===== src/rtl/imem_access_ctrl.sv =====
// Single-port instruction memory sequencer shared by the core fetch unit
// and the program loader, with boot/halt states and a starvation guard.
module imem_access_ctrl #(
   parameter int unsigned DEPTH        = 25,
   parameter int unsigned AW           = 5,
   parameter int unsigned DW           = 32,
   parameter bit          BOOT_EN      = 1'b1,
   parameter int unsigned STARVE_LIMIT = 4
) (
   input  logic          clk,
   input  logic          rst,
   input  logic          f_req,
   input  logic [AW-1:0] f_addr,
   output logic          f_gnt,
   output logic          f_rvalid,
   output logic          f_err,
   input  logic          l_req,
   input  logic          l_we,
   input  logic [AW-1:0] l_addr,
   input  logic [DW-1:0] l_wdata,
   output logic          l_gnt,
   output logic          l_rvalid,
   output logic          l_err,
   input  logic          load_done,
   input  logic          halt_req,
   output logic [DW-1:0] rdata,
   output logic [AW-1:0] mem_addr,
   output logic          mem_mode,
   output logic [DW-1:0] mem_wdata,
   input  logic [DW-1:0] mem_rdata,
   output logic [1:0]    state
);

   localparam int unsigned SW = $clog2(STARVE_LIMIT + 1);
   localparam logic [SW-1:0] LIM = SW'(STARVE_LIMIT);
   localparam logic [AW:0] DEPTH_W = (AW + 1)'(DEPTH);

   typedef enum logic [1:0] {
      BOOT = 2'b00,
      RUN  = 2'b01,
      HALT = 2'b10
   } state_e;

   state_e        state_q, state_d;
   logic [SW-1:0] starve_q, starve_d;
   logic [AW-1:0] addr_q, addr_d;
   logic          f_rvalid_q, f_rvalid_d;
   logic          l_rvalid_q, l_rvalid_d;
   logic          err_q, err_d;
   logic          zero_q, zero_d;
   logic          f_acc, l_acc;
   logic          f_oor, l_oor;

   assign f_oor = {1'b0, f_addr} >= DEPTH_W;
   assign l_oor = {1'b0, l_addr} >= DEPTH_W;

   // Grants are combinational; nothing is accepted while reset is held.
   always_comb begin
      f_acc = 1'b0;
      l_acc = 1'b0;
      if (!rst) begin
         unique case (state_q)
            RUN: begin
               if (l_req && starve_q == LIM) l_acc = 1'b1;
               else if (f_req)              f_acc = 1'b1;
               else                         l_acc = l_req;
            end
            default: l_acc = l_req;
         endcase
      end
   end

   always_comb begin
      state_d = state_q;
      unique case (state_q)
         BOOT:    if (load_done) state_d = RUN;
         RUN:     if (halt_req)  state_d = HALT;
         HALT:    if (!halt_req) state_d = RUN;
         default: state_d = BOOT_EN ? BOOT : RUN;
      endcase
   end

   always_comb begin
      starve_d = '0;
      if (state_q == RUN && l_req && !l_acc) begin
         starve_d = (starve_q == LIM) ? starve_q : starve_q + SW'(1);
      end
   end

   always_comb begin
      addr_d = addr_q;
      if (f_acc)      addr_d = f_addr;
      else if (l_acc) addr_d = l_addr;
      f_rvalid_d = f_acc;
      l_rvalid_d = l_acc;
      err_d      = f_acc ? f_oor : (l_acc & l_oor);
      zero_d     = err_d | (l_acc & l_we);
   end

   always_ff @(posedge clk or posedge rst) begin
      if (rst) begin
         state_q    <= BOOT_EN ? BOOT : RUN;
         starve_q   <= '0;
         addr_q     <= '0;
         f_rvalid_q <= 1'b0;
         l_rvalid_q <= 1'b0;
         err_q      <= 1'b0;
         zero_q     <= 1'b0;
      end else begin
         state_q    <= state_d;
         starve_q   <= starve_d;
         addr_q     <= addr_d;
         f_rvalid_q <= f_rvalid_d;
         l_rvalid_q <= l_rvalid_d;
         err_q      <= err_d;
         zero_q     <= zero_d;
      end
   end

   assign f_gnt     = f_acc;
   assign l_gnt     = l_acc;
   assign f_rvalid  = f_rvalid_q;
   assign l_rvalid  = l_rvalid_q;
   assign f_err     = f_rvalid_q & err_q;
   assign l_err     = l_rvalid_q & err_q;
   assign state     = state_q;
   // Out-of-range addresses never turn into a write strobe.
   assign mem_mode  = ~(l_acc & l_we & ~l_oor);
   assign mem_addr  = rst ? '0 : addr_d;
   assign mem_wdata = rst ? '0 : l_wdata;
   assign rdata     = ((f_rvalid_q | l_rvalid_q) & ~zero_q) ? mem_rdata : '0;

endmodule

===== config.mk =====
export PLATFORM = sky130hd
export DESIGN_NAME = imem_access_ctrl
export DESIGN_NICKNAME = d
export VERILOG_FILES = /design/src/rtl/imem_access_ctrl.sv
export SDC_FILE = /design/constraint.sdc
export NUM_CORES = 1
export LEC_CHECK = 0
export CAP_MARGIN = 20
export CORE_UTILIZATION = 24
export CTS_CLUSTER_DIAMETER = 50
export DETAILED_ROUTE_END_ITERATION = 16
export HOLD_SLACK_MARGIN = 0.12
export PLACE_DENSITY = 0.85
export SYNTH_ARGS = -nofsm -noshare
export SYNTH_HDL_FRONTEND = slang
export SYNTH_SLANG_ARGS = --single-unit

===== constraint.sdc =====
create_clock -name clk -period 2.4 [get_ports clk]
set_clock_uncertainty 0.1 [all_clocks]
set_input_delay 0.72 -clock clk [delete_from_list [all_inputs] [get_ports clk]]
set_output_delay 0.72 -clock clk [all_outputs]
set_load 0.02 [all_outputs]

==> results of run 1 <==
[critical path, cell delays in order]
cell	delay, ns
buf_8	0.10
and4bb_2	0.32
buf_6	0.15
nand2_8	0.07
o221a_4	0.23
buf_6	0.13
[layout by cell type (no fill, tap or decap), types with 2 or more instances in the layout]
cell,count
and2_1,34
nor3_1,5
clkbuf_2,9
clkbuf_8,4
a21oi_1,6
o21ai_0,2
inv_1,14
o221a_4,4
nand2b_1,2
buf_4,37
a221oi_1,5
buf_2,43
nand2_1,3
nor2_1,9
inv_2,2
clkdlybuf4s15_1,2
buf_6,9
dfrtp_1,14
dlygate4sd2_1,3
nor2b_1,33
nand3_1,3
clkdlybuf4s50_1,77
clkdlybuf4s15_2,14
[flip-flops by register name (all words and copies together), names as in the netlist]
register / flops
zero_q: 1
l_rvalid: 1
addr_q: 5
err_q: 1
starve_q: 3
state: 2
f_rvalid: 1
[synth_stat cells, types with 2 or more instances]
cell	count	area (µm²)
o21ai_0	2	10.0
a221oi_1	5	43.8
nand3_1	3	15.0
o221a_2	4	45.0
inv_1	16	60.1
buf_2	2	10.0
clkbuf_1	6	22.5
nand2_1	3	11.3
nor2b_1	33	206
nand2b_1	2	12.5
ha_1	2	25.0
dfrtp_1	14	350
and2_1	35	219
nor2_1	9	33.8
nor3_1	7	35.0
a21oi_1	6	30.0
[timing repair]
item	CTS	global route
gates resized for setup	275	50
pin swaps	10	3
endpoints found under the setup margin	72	50
setup buffers	2	5
endpoints found under the hold margin	0	0
[how the worst min path moves through the flow]
stage / to
finish: state[0]
CTS: starve_q[1]
floorplan: starve_q[1]
global placement: starve_q[1]
detailed placement: starve_q[1]
global route: state[1]
[metal layers]
metal	vias to the layer above	wire length, µm	GRT usage [%]
li1	922	-	-
met1	860	1780	15.8
met2	134	3240	39.5
met3	19	797	6.75
met4	0	139	6.38
met5	-	0	0
[power groups by stage]
stage	Clock [mW]	Combinational (mW)	Sequential, mW
global route	0.245	1.10	0.348
CTS	0.234	1.03	0.338
detailed placement	0	1.03	0.336
global placement	0	1.02	0.337
finish	0.229	1.02	0.342
floorplan	0	0.450	0.360
[area by class of cell]
| type | count | area [µm²] | share of cell area, % |
|---|---|---|---|
| inverters | 17 | 66.3 | 2.11 |
| flip-flops and latches | 14 | 350 | 11.1 |
| multi-input cells | 125 | 947 | 30.1 |
| repair buffers | 196 | 1640 | 52.1 |
| clock buffers | 4 | 55.1 | 1.75 |
| well taps | 70 | 87.6 | 2.78 |
[cells by family (layout without fill, tap and decap cells)]
group	Yosys count	in the layout	share of synthesized area (%)
xor+xnor	1	1	0.678
flops	14	14	27.1
buf+inv	25	217	7.65
mux	1	1	0.774
simple gates	97	97	45.3
fa+ha+maj	2	2	1.94
compound gates	24	24	16.6
[per-stage QoR]
step	total power [mW]	std cells
finish	1.60	426
global placement	1.35	416
CTS	1.60	421
floorplan	0.810	164
global route	1.69	426
detailed placement	1.37	416
==> flow_metrics.py, run 1 <==
metrics = {
    "outcome": {
        "status": "complete, but fails checks",
        "violations": "negative setup slack",
    },
    "drt": {
        "vias_per_cell": 4.54,
        "ant_nets": 0,
        "drc": 0,
        "wire_per_inst_um": 14.0,
        "drt_iter0_markers": 40,
        "dr.pass1.iters": 4,
        "vias": 1935,
        "finalWirelength_um": 5960,
    },
    "power": {
        "switching_share_pct": 39.5,
        "p_seq_share_pct": 21.5,
        "p_comb_share_pct": 64.2,
        "pwr_density_cell_mw_per_mm2": 507,
        "p_switching_mw": 0.630,
        "pwr-share-clk_pct": 14.3,
        "leakage_nw": 1.50,
        "ir_worst_vdd_mv": 0.288,
        "internal_power_mw": 0.966,
    },
    "floorplanning": {
        "start_util_pct": 25.1,
        "die_w_um": 75.4,
        "pin_count": 159,
        "die_height_um": 75.4,
        "coreArea_mm2": 0.00514,
        "rows": 26,
        "die_area_mm2": 0.00568,
    },
    "yosys": {
        "synth_seq_area_share_pct": 27.1,
        "synth.avg_cell_area_um2": 7.88,
        "postSynthCellCount": 164,
        "ys_ff_latch": 14,
        "syn_nets": 247,
        "yosysWarningCount": 0,
        "synthArstFlopShare_pct": 100,
        "synthesis.area_mm2": 0.00129,
        "synthFlopType": "dfrtp_1",
        "synth-edff-count": 0,
        "yosysUniqueCellTypes": 31,
    },
    "critical_path": {
        "r2r_cells": 8,
        "reg2reg_slack_ns": 0.58,
        "rr_startpoint": "starve_q[1]",
        "critPathArrivalTime_ns": 1.72,
        "critPathKind": "in2out",
        "worstPathRequired_ns": 1.58,
        "path_max_fanout": 6,
        "end_kind": "output pin",
        "critPathLaunchType": "primary input",
        "reg2reg_to": "addr_q[1]",
        "cp-startpoint": "rst",
        "critPathCapture": "mem_addr[3]",
    },
    "clock_tree": {
        "numCtsBuffers": 3,
        "clkTransAtPathRegs_ns": 0.06,
        "cts_tree": "done",
        "cts_buffer_depth": 2,
        "cts_root_buf": "clkbuf_8",
        "clock_sinks": 14,
        "worstSkewPairLatency_ns": 0.25,
        "holdBufCountCts": 0,
        "h-tree-depth": 1,
    },
    "global_route": {
        "antenna_found_initial": 0,
        "grt_pass1_wl_um": 7940,
        "grt-ovfl-total": 0,
        "first_global_vias": 1798,
        "grt_usage_pct": 18.8,
        "grt_max_degree": 34,
    },
    "sta": {
        "relSlewSlack_pct": 64.7,
        "hold_viol_final": 0,
        "fmax_mhz": 394,
        "fin_crit_ns": 2.54,
        "setup_tns_ns": -0.631,
        "finalSetupViolations": 6,
        "min_period_over_period_pct": 106,
        "rsz0062_at_grt": "true",
        "whs_ns": 0.583,
        "drv_slew": 0,
        "worst_pin_slew_ns": 0.529,
        "worst_slack_ns": -0.136,
    },
    "placed_design": {
        "place_hpwl_um": 4770,
        "portBuffers": 158,
        "place_area_mm2": 0.00317,
        "dp_slack_ns": -1.01,
        "gp_congestion": 0.856,
    },
    "worst_hold_path": {
        "holdCritStartpoint": "state[0]",
        "hold_depth": 2,
        "hold_class": "reg2reg",
    },
    "layout": {
        "n_antenna_cell": 0,
        "area_growth_pct": 144,
        "drive_gt1_share_pct": 38.2,
        "final_core_util_pct": 61.2,
        "nFillCells": 450,
        "layout.nets": 440,
        "final_area_mm2": 0.00315,
    },
    "flow_run": {
        "drv_cap": 0,
    },
}
Power figures use the tool's default switching activity.
==> inputs of run 2 (changes only) <==
RECOVER_POWER = 100   (was default)
==> flow_metrics.py, run 2 (synthesized netlist as in run 1, its figures left out) <==
metrics = {
    "critical_path": {
        "path_delay_family": "simple AND/OR/NAND/NOR gates",
        "critPathLaunchType": "primary input",
        "worst_path_most_repeated_cell": "buf_6",
        "crit_cells": 6,
        "critPathSlowestCell": "and4bb_2",
        "crit_chain": "buf_8 -> and4bb_2 -> buf_6 -> nand2_8 -> o221a_4 -> buf_6",
        "worstPathRequired_ns": 1.58,
        "end_kind": "output pin",
        "critPathKind": "in2out",
        "path_max_fanout": 6,
        "crit_buf_inv": 3,
        "cpPeakStageDelay_ns": 0.32,
        "critPathArrivalTime_ns": 1.72,
        "r2r_cells": 8,
    },
    "sta": {
        "hold_viol_final": 0,
        "fin_crit_ns": 2.54,
        "worst_slack_ns": -0.136,
        "setup_tns_ns": -0.627,
        "rsz0062_at_grt": "true",
        "finalSetupViolations": 6,
        "drv_slew": 0,
        "worst_pin_slew_ns": 0.532,
        "min_period_over_period_pct": 106,
        "relSlewSlack_pct": 64.5,
        "fmax_mhz": 394,
    },
    "layout": {
        "nFillCells": 453,
        "largest_reg_flops": 5,
        "mostFrequentLayoutCell": "clkdlybuf4s50_1",
        "area_growth_pct": 143,
        "top_register": "addr_q",
        "layout.nets": 440,
        "drive_gt1_share_pct": 36.2,
        "final_area_mm2": 0.00314,
        "final_cells": 426,
        "final-seq-area_um2": 350,
        "n_antenna_cell": 0,
        "layout_common_cells": "clkdlybuf4s50_1 (69), clkbuf_2 (45), buf_4 (35)",
        "multiInputGateArea_um2": 947,
    },
    "clock_tree": {
        "clkTransAtPathRegs_ns": 0.06,
        "numCtsBuffers": 3,
        "holdBufCountCts": 0,
        "cts_root_buf": "clkbuf_8",
        "worstSkewPairLatency_ns": 0.25,
        "h-tree-depth": 1,
        "cts_tree": "done",
        "cts_buffer_depth": 2,
        "clock_sinks": 14,
    },
    "drt": {
        "vias": 1917,
        "top_layer_used": "met4",
        "wire_per_inst_um": 13.9,
        "ant_nets": 0,
        "met2WireLength_um": 3240,
        "drc": 0,
        "vias_per_cell": 4.50,
        "dr.pass1.iters": 4,
        "drt_iter0_markers": 38,
        "finalWirelength_um": 5940,
        "met3_length_um": 791,
        "wl_met1_um": 1760,
    },
    "global_route": {
        "antenna_found_initial": 0,
        "grt_pass1_wl_um": 7940,
        "first_global_vias": 1798,
        "grt_usage_pct": 18.8,
        "grt_max_degree": 34,
        "grt-ovfl-total": 0,
    },
    "power": {
        "power_mw": 1.58,
        "pwr_density_cell_mw_per_mm2": 504,
        "p_comb_share_pct": 63.9,
        "pwr-share-clk_pct": 14.5,
        "p_seq_share_pct": 21.6,
        "switching_share_pct": 39.9,
        "ir_worst_vdd_mv": 0.287,
        "p_switching_mw": 0.630,
        "internal_power_mw": 0.950,
        "leakage_nw": 1.47,
    },
    "outcome": {
        "status": "complete, but fails checks",
        "violations": "negative setup slack",
    },
    "placed_design": {
        "place_area_mm2": 0.00317,
        "placed_cells_incl_taps": 416,
        "portBuffers": 158,
        "dp_slack_ns": -1.01,
        "place_hpwl_um": 4770,
        "gp_congestion": 0.856,
    },
    "floorplanning": {
        "coreArea_mm2": 0.00514,
        "die_height_um": 75.4,
        "pin_count": 159,
        "die_area_mm2": 0.00568,
        "start_util_pct": 25.1,
        "rows": 26,
        "die_w_um": 75.4,
    },
    "flow_run": {
        "drv_cap": 0,
    },
    "worst_hold_path": {
        "hold_depth": 2,
        "hold_class": "reg2reg",
    },
}
-- run 2: path summary, 6_finish.rpt --
kind,start,to,slack (ns)
worst max-delay path,rst,mem_addr[3],-0.14
worst min-delay path,state[0],state[0],0.58
worst max register to register,starve_q[1],addr_q[1],0.52
worst min register to register,state[0],state[0],0.58
max in group asynchronous,rst,zero_q,1.17
min in group asynchronous,rst,state[0],0.67
-- run 2: worst register-to-register path: cells and delay by family, from the launching register on --
kind	cells	cell delay, ns
buffers and inverters	4	0.43
flip-flops	1	0.39
AND/OR/NAND/NOR	2	0.36
AO/OA/AOI/OAI	1	0.34
adder cells (fa/ha/maj)	1	0.14
-- run 2: stage by stage --
step	utilization, %	hold slack [ns]
2_1_floorplan	-	0.418
3_3_place_gp	61.7	0.528
3_5_place_dp	61.7	0.564
4_1_cts	64.8	0.573
5_1_grt	61.0	0.625
6_report	61.0	0.581
-- run 2: area by class of cell --
cell class,count,share of cell area [%]
clock buffer,4,1.76
sequential,14,11.2
inverter,17,2.11
tap,70,2.79
timing repair buffer,196,52.0
multi-input combinational,125,30.2
-- run 2: power by group through the flow --
stage / sequential (mW) / combinational (mW) / clock, mW
6_report: 0.341 / 1.01 / 0.229
5_1_grt: 0.348 / 1.08 / 0.245
4_1_cts: 0.338 / 1.03 / 0.234
3_5_place_dp: 0.336 / 1.03 / 0
3_3_place_gp: 0.337 / 1.02 / 0
2_1_floorplan: 0.360 / 0.450 / 0
-- run 2: metal layers --
layer  global-route usage [%]  vias up
li1                         -      921
met1                     15.8      845
met5                        0        -
met3                     6.75       17
met2                     39.5      134
met4                     6.38        0
-- run 2: repair_timing --
| item | 4_1_cts | 5_1_grt |
|---|---|---|
| pin swaps | 10 | 3 |
| setup buffers | 2 | 5 |
| endpoints found under the setup margin | 72 | 50 |
| resized for setup | 275 | 50 |
==> inputs of run 3 (changes only) <==
CAP_MARGIN = default   (was 20)
CTS_CLUSTER_DIAMETER = 60   (was 50)
REMOVE_ABC_BUFFERS = 1   (was default)
==> flow_metrics.py, run 3 (synthesized netlist as in run 1, its figures left out) <==
metrics = {
    "outcome": {
        "status": "complete, but fails checks",
        "violations": "negative setup slack",
    },
    "global_route": {
        "grt_max_degree": 33,
        "grt-ovfl-total": 0,
        "antenna_found_initial": 0,
        "grt_usage_pct": 20.0,
        "grt_pass1_wl_um": 8460,
        "first_global_vias": 1820,
    },
    "worst_hold_path": {
        "hold_class": "reg2reg",
        "hold_depth": 2,
        "hold_end": "addr_q[3]",
        "holdCritStartpoint": "addr_q[3]",
    },
    "critical_path": {
        "critPathKind": "in2out",
        "worstPathRequired_ns": 1.58,
        "end_kind": "output pin",
        "rr_startpoint": "starve_q[0]",
        "critPathArrivalTime_ns": 1.77,
        "critPathLaunchType": "primary input",
        "reg2reg_to": "addr_q[1]",
        "r2r_cells": 9,
        "reg2reg_slack_ns": 0.36,
        "path_max_fanout": 4,
    },
    "flow_run": {
        "drv_cap": 0,
    },
    "placed_design": {
        "portBuffers": 158,
        "place_hpwl_um": 4890,
        "place_area_mm2": 0.00317,
        "dp_slack_ns": -1.07,
        "gp_congestion": 0.858,
    },
    "floorplanning": {
        "die_w_um": 75.4,
        "rows": 26,
        "die_height_um": 75.4,
        "die_area_mm2": 0.00568,
        "pin_count": 159,
        "coreArea_mm2": 0.00514,
        "start_util_pct": 25.1,
    },
    "sta": {
        "drv_slew": 0,
        "finalSetupViolations": 7,
        "worst_slack_ns": -0.190,
        "fin_crit_ns": 2.59,
        "worst_pin_slew_ns": 0.547,
        "fmax_mhz": 386,
        "min_period_over_period_pct": 108,
        "whs_ns": 0.565,
        "setup_tns_ns": -1.02,
        "relSlewSlack_pct": 63.5,
        "rsz0062_at_grt": "true",
        "hold_viol_final": 0,
    },
    "drt": {
        "drc": 0,
        "ant_nets": 0,
        "vias_per_cell": 4.51,
        "drt_iter0_markers": 71,
        "wire_per_inst_um": 14.4,
        "finalWirelength_um": 6120,
        "vias": 1916,
        "dr.pass1.iters": 4,
    },
    "clock_tree": {
        "cts_tree": "done",
        "cts_root_buf": "clkbuf_8",
        "clock_sinks": 14,
        "worstSkewPairLatency_ns": 0.25,
        "h-tree-depth": 1,
        "numCtsBuffers": 3,
        "cts_buffer_depth": 2,
        "holdBufCountCts": 0,
        "clkTransAtPathRegs_ns": 0.06,
    },
    "layout": {
        "final_core_util_pct": 61.2,
        "area_growth_pct": 143,
        "mostFrequentLayoutCell": "clkdlybuf4s50_1",
        "drive_gt1_share_pct": 37.2,
        "layout.nets": 439,
        "largest_reg_flops": 5,
        "top_register": "addr_q",
        "final_area_mm2": 0.00314,
        "n_antenna_cell": 0,
        "layout_common_cells": "clkdlybuf4s50_1 (70), clkbuf_2 (42), nor2b_1 (33)",
    },
    "power": {
        "pwr_density_cell_mw_per_mm2": 505,
        "leakage_nw": 1.45,
        "ir_worst_vdd_mv": 0.409,
    },
}
-- run 3: cell types whose count changed in the layout (fill, tap and decap cells not counted), sizes merged --
| cell | before | now |
|---|---|---|
| dlygate4sd2 | 3 | 2 |
| clkdlybuf4s15 | 16 | 18 |
| dlymetal6s2s | 1 | 0 |
| clkbuf | 57 | 55 |
| clkdlybuf4s50 | 69 | 70 |
-- run 3: per-layer routing --
layer / vias to the layer above / global-route usage [%] / share of wire (%)
li1: 921 / - / -
met1: 867 / 18.7 / 35
met2: 122 / 40.2 / 52
met3: 6 / 7.01 / 12
met4: 0 / 5.76 / 1.0
met5: - / 0 / 0
-- run 3: worst max-delay path by stage --
stage	cells after the start	endpoint	slack [ns]	start
6_report	6	mem_addr[2]	-0.19	rst
5_1_grt	6	mem_addr[2]	-0.25	rst
4_1_cts	6	mem_addr[2]	-0.20	rst
3_5_place_dp	6	mem_addr[2]	-1.07	rst
3_3_place_gp	6	mem_addr[2]	-1.06	rst
2_1_floorplan	4	mem_addr[2]	-0.09	rst
-- run 3: layout make-up --
| cell class | count | area [µm²] |
|---|---|---|
| inverter | 17 | 66.3 |
| multi-input combinational | 125 | 945 |
| timing repair buffer | 195 | 1640 |
| sequential | 14 | 350 |
| fill | 491 | 2000 |
| tap | 70 | 87.6 |
| clock buffer | 4 | 55.1 |
-- run 3: report_power, final --
| group | leakage (nW) | switching (mW) | internal, mW |
|---|---|---|---|
| logic | 1.25 | 0.498 | 0.513 |
| clock network | 0.0288 | 0.0902 | 0.145 |
| registers | 0.175 | 0.0468 | 0.294 |
-- run 3: through the flow --
stage / instances / power, mW
floorplan: 156 / 0.790
global placement: 414 / 1.35
detailed placement: 414 / 1.37
CTS: 422 / 1.62
global route: 425 / 1.69
finish: 425 / 1.59
-- run 3: worst max-delay path, cell delays in order --
cell and delay (ns):
buf_6 0.10, and2b_2 0.27, buf_12 0.12, nor3_4 0.04
a2111oi_4 0.33, buf_4 0.20
-- run 3: what timing repair did --
action | 4_1_cts | 5_1_grt
endpoints found under the setup margin | 72 | 47
gates resized for setup | 271 | 54
pin swaps | 9 | 3
hold endpoints to repair | 0 | 0
setup buffers | 4 | 4
